$ cat src/rtl/adder_arbiter.sv
// Two-requester round-robin arbiter sequencing one shared 8-bit adder (adder8 datapath).
// Optional macro ADDER_ARBITER_SUB_EN enables per-request subtraction (a - b).
module adder_arbiter (
  input  logic       clk,
  input  logic       rst,
  input  logic       req0,
  input  logic [7:0] a0,
  input  logic [7:0] b0,
  input  logic       sub0,
  input  logic       req1,
  input  logic [7:0] a1,
  input  logic [7:0] b1,
  input  logic       sub1,
  output logic       ack0,
  output logic       ack1,
  output logic [7:0] result,
  output logic       ovfl,
  output logic       cout,
  output logic       busy
);

  typedef enum logic [1:0] {StIdle, StExec, StResp} state_e;

  state_e     state_q, state_d;
  logic       grant_q, grant_d;
  logic       last_q, last_d;
  logic [7:0] opa_q, opa_d;
  logic [7:0] opb_q, opb_d;
  logic       opcin_q, opcin_d;
  logic [7:0] result_q, result_d;
  logic       ovfl_q, ovfl_d;
  logic       cout_q, cout_d;
  logic       ack0_q, ack0_d;
  logic       ack1_q, ack1_d;
  logic       busy_q, busy_d;

  logic       gnt_sel;
  logic [7:0] b_sel;
  logic [8:0] sum9;
  logic       carry7;

  // On a tie the requester that was not served last wins.
  assign gnt_sel = (req0 && req1) ? ~last_q : req1;
  assign b_sel   = gnt_sel ? b1 : b0;

  // adder8 datapath: fed only from the operand registers.
  assign sum9   = {1'b0, opa_q} + {1'b0, opb_q} + {8'd0, opcin_q};
  assign carry7 = sum9[7] ^ opa_q[7] ^ opb_q[7];

`ifndef ADDER_ARBITER_SUB_EN
  logic unused_sub;
  assign unused_sub = sub0 ^ sub1;
`endif

  always_comb begin
    state_d  = state_q;
    grant_d  = grant_q;
    last_d   = last_q;
    opa_d    = opa_q;
    opb_d    = opb_q;
    opcin_d  = opcin_q;
    result_d = result_q;
    ovfl_d   = ovfl_q;
    cout_d   = cout_q;
    ack0_d   = 1'b0;
    ack1_d   = 1'b0;
    unique case (state_q)
      StIdle: begin
        if (req0 || req1) begin
          grant_d = gnt_sel;
          opa_d   = gnt_sel ? a1 : a0;
`ifdef ADDER_ARBITER_SUB_EN
          opb_d   = (gnt_sel ? sub1 : sub0) ? ~b_sel : b_sel;
          opcin_d = gnt_sel ? sub1 : sub0;
`else
          opb_d   = b_sel;
          opcin_d = 1'b0;
`endif
          state_d = StExec;
        end
      end
      StExec: begin
        result_d = sum9[7:0];
        cout_d   = sum9[8];
        ovfl_d   = carry7 ^ sum9[8];
        ack0_d   = ~grant_q;
        ack1_d   = grant_q;
        state_d  = StResp;
      end
      StResp: begin
        last_d  = grant_q;
        state_d = StIdle;
      end
      default: state_d = StIdle;
    endcase
    busy_d = (state_d != StIdle);
  end

  always_ff @(posedge clk or posedge rst) begin
    if (rst) begin
      state_q  <= StIdle;
      grant_q  <= 1'b0;
      last_q   <= 1'b1;
      opa_q    <= 8'h00;
      opb_q    <= 8'h00;
      opcin_q  <= 1'b0;
      result_q <= 8'h00;
      ovfl_q   <= 1'b0;
      cout_q   <= 1'b0;
      ack0_q   <= 1'b0;
      ack1_q   <= 1'b0;
      busy_q   <= 1'b0;
    end else begin
      state_q  <= state_d;
      grant_q  <= grant_d;
      last_q   <= last_d;
      opa_q    <= opa_d;
      opb_q    <= opb_d;
      opcin_q  <= opcin_d;
      result_q <= result_d;
      ovfl_q   <= ovfl_d;
      cout_q   <= cout_d;
      ack0_q   <= ack0_d;
      ack1_q   <= ack1_d;
      busy_q   <= busy_d;
    end
  end

  assign ack0   = ack0_q;
  assign ack1   = ack1_q;
  assign result = result_q;
  assign ovfl   = ovfl_q;
  assign cout   = cout_q;
  assign busy   = busy_q;

endmodule

$ cat config.mk
export PLATFORM = sky130hd
export DESIGN_NAME = adder_arbiter
export DESIGN_NICKNAME = d
export VERILOG_FILES = /design/src/rtl/adder_arbiter.sv
export SDC_FILE = /design/constraint.sdc
export NUM_CORES = 1
export LEC_CHECK = 0
export ABC_AREA = 0
export BUFFER_PORTS_ARGS = -buffer_cell sky130_fd_sc_hd__buf_2
export CORE_MARGIN = 3
export CORE_UTILIZATION = 57
export CTS_BUF_LIST = sky130_fd_sc_hd__clkbuf_8
export CTS_CLUSTER_SIZE = 10
export DETAILED_ROUTE_END_ITERATION = 7
export GPL_ROUTABILITY_DRIVEN = 0
export PLACE_DENSITY = 0.87
export SLEW_MARGIN = 30
export SYNTH_ARGS = -nofsm -noshare
export SYNTH_HDL_FRONTEND = slang
export SYNTH_SLANG_ARGS = --single-unit
export TNS_END_PERCENT = 20
$ cat constraint.sdc
create_clock -name clk -period 3.5 [get_ports clk]
set_clock_uncertainty 0.2 [all_clocks]
set_input_delay 0.7 -clock clk [delete_from_list [all_inputs] [get_ports clk]]
set_output_delay 0.7 -clock clk [all_outputs]
set_load 0.005 [all_outputs]
==> metrics.txt <==
Area Overhead vs Synth 22.8%; cells resized by post-CTS repair 0; Hold Crit Class flip-flop to flip-flop; vias in the first global route 1,432; Die Area 3660 sq um; Reg power frac 32.3%; Reg2Reg Setup Slack 1.04 ns; Seq/Total Area, Yosys 48.8%; CP startpoint kind flip-flop; Antenna Violating Nets Remaining 0; Num CTS Buffers 5; Synth Area per Inst 10.2 sq um; gr ovfl total 0; simple-gate share of the synthesized area 10.1%; CP Class flip-flop to flip-flop; initial core utilization 60.4%; Max Slew Vio Count 0; # diodes 0; worst skew pair latency 0.29 ns; Clk pwr share 14.8%; Synth cell types 34; Setup crit end kind flip-flop; status finished, final reports clean; CP max stage delay 0.43 ns; Via Count 1,404; DP HPWL 2.65 mm; NetSw 876 uW; Hold Violations, Final 0; hold endpoint ack0; Seq cells post-synth 33; CTS tree yes; starting DRC count in detailed routing 100; number of max-cap violations 0; pin count of the biggest net entering global routing 36; post-synthesis mux area share 10.1%; mean number of vias per cell 5.59; Synth Area in XOR/XNOR 2.07%; worst-margin pin slew 0.535 ns; RSZ-0062 raised after global routing false; PortBufs 48; final wirelength 3.47 mm; initial antenna violation count 0; row cnt 19; routed length per placed instance 13.8 microns; H-tree depth 2; synth warn 0; Sw Ratio 41.3%; nets 266; Final min period 2.46 ns; num ports 51; Max clock buf depth 2; Post-Synthesis Cell Area 1700 sq um; Critical Path AT 2.47 ns; clock-pin slew on the worst setup and hold paths 0.06 ns; post-synthesis adder-cell area fraction 7.08%; Core Region 2810 sq um; worst hold path startpoint grant_q; R2R cell count 7; ratio of cells with drive above 1 in the final layout 30.9%; setup_tns 0 ns; Final period util 70.3%; Cells after Synth 167; die width 60.5 microns; Max FO, Critical Path 4; Max Fclk 0.406 GHz; hold depth 1; Syn Nets 214; Slowest cell on crit path fa_1; Setup Buffers After CTS 0; leakage power 1.06 nW; r2r endpoint ovfl; Pint 1.25 mW; Worst slew margin 64.2%; total power 2.12 mW; PwrDens 1020 nW/um^2; first-pass GRT wire length 5.91 mm; largest family of logic cells by synthesized area compound AO/OA/AOI/OAI gates; worst r2r src opa_q[0]; commonest non-fill, non-tap cells in the layout buf_2, dfrtp_1, nand2_1; logic gate share of total power 52.9%; VDD IR-drop max 0.494 mV; DR pass1 iterations 5; clock sink count 33; Req. time, crit path 3.51 ns; # setup viols final 0; die height 60.5 microns; GR Util All Layers 22.7%; hold buffer count at CTS 0; DRC viols 0; post-synthesis compound-gate area fraction 19.1%; commonest non-fill, non-tap cell in the layout buf_2; CTS Root Cell clkbuf_8; ordered cell list for the critical path ha_1 -> fa_1 -> a211oi_1 -> nor2_1 -> o221ai_1 -> a22oi_1 -> o31ai_2
[cell type report]
cell class,count,area [sq um]
Fill cell,198,723
Inverter,6,22.5
Multi-Input combinational cell,122,830
Timing Repair Buffer,51,263
Sequential cell,33,827
Clock inverter,1,5.00
Clock buffer,7,96.3
Tap cell,31,38.8
[power by group through the flow]
stage                     clock, mW  sequential (mW)  combinational, mW
after global placement            0            0.683               1.04
final                         0.314            0.687               1.12
after CTS                     0.320            0.688               1.12
after floorplan                   0            0.681              0.821
after detailed placement          0            0.695               1.11
after global routing          0.335            0.714               1.28
[flip-flops by register name, indices dropped and copies added (netlist names)]
register  flops
ack0          1
ack1          1
busy          1
cout          1
grant_q       1
last_q        1
opa_q         8
opb_q         8
ovfl          1
result        8
state_q       2
[worst max-delay path by stage]
stage,startpoint,to,slack [ns],cells past startpoint
2_1_floorplan,opa_q[0],ovfl,1.25,7
5_1_grt,opa_q[0],ovfl,0.87,7
4_1_cts,opa_q[0],ovfl,1.05,7
3_5_place_dp,opa_q[0],ovfl,1.06,7
6_report,opa_q[0],ovfl,1.04,7
3_3_place_gp,opa_q[0],ovfl,1.13,7
[cell usage after synthesis, drive strengths merged]
master	n	share of area (%)
mux2	1	0.66
ha	8	5.9
o22ai	1	0.37
and4	1	0.66
nand3b	1	0.44
a31oi	1	0.37
mux2i	16	9.4
inv	6	1.3
xnor2	2	1.0
a211oi	4	1.8
dfrtp	32	47
buf	1	0.29
o21ai	27	8.0
o21bai	2	0.89
o221ai	1	0.52
o31ai	3	1.6
a22oi	1	0.44
nand2	30	6.6
clkbuf	5	1.1
xor2	2	1.0
a2111oi	2	1.0
o32a	1	0.59
dfstp	1	1.6
a21oi	4	1.2
a21bo	1	0.59
fa	1	1.2
a21o	2	0.89
nor2	6	1.3
a21boi	2	0.89
or2	1	0.37
or4	1	0.66
[cell families after synthesis]
kind of cell	after synthesis
flops	33
xor+xnor	4
simple gates	40
buf+inv	12
mux	17
compound gates	52
fa+ha+maj	9
[metrics by stage]
| step | area [sq um] | hold WS [ns] | worst slack, ns | std cells | util, % |
|---|---|---|---|---|---|
| CTS | 2080 | 0.258 | 1.05 | 251 | 74.2 |
| global placement | 1980 | 0.234 | 1.13 | 243 | 70.6 |
| finish | 2080 | 0.257 | 1.04 | 251 | 74.2 |
| floorplan | 1700 | 0.220 | 1.25 | 167 | - |
| detailed placement | 1980 | 0.250 | 1.06 | 243 | 70.6 |
| global route | 2080 | 0.301 | 0.871 | 251 | 74.2 |
[worst max-delay path, delay by kind of cell, from the launching register on]
kind / cells / cell delay, ns
flops: 1 / 0.38
simple gates: 1 / 0.14
fa+ha+maj: 2 / 0.67
compound gates: 4 / 0.99
[layer usage]
metal | routed length, microns | up-vias | GRT usage [%]
li1 | - | 702 | -
met1 | 1390 | 645 | 24.2
met2 | 1770 | 45 | 39.7
met3 | 196 | 12 | 4.89
met4 | 112 | 0 | 16.1
met5 | 0 | - | 0
(Power assumes the default switching activity.)
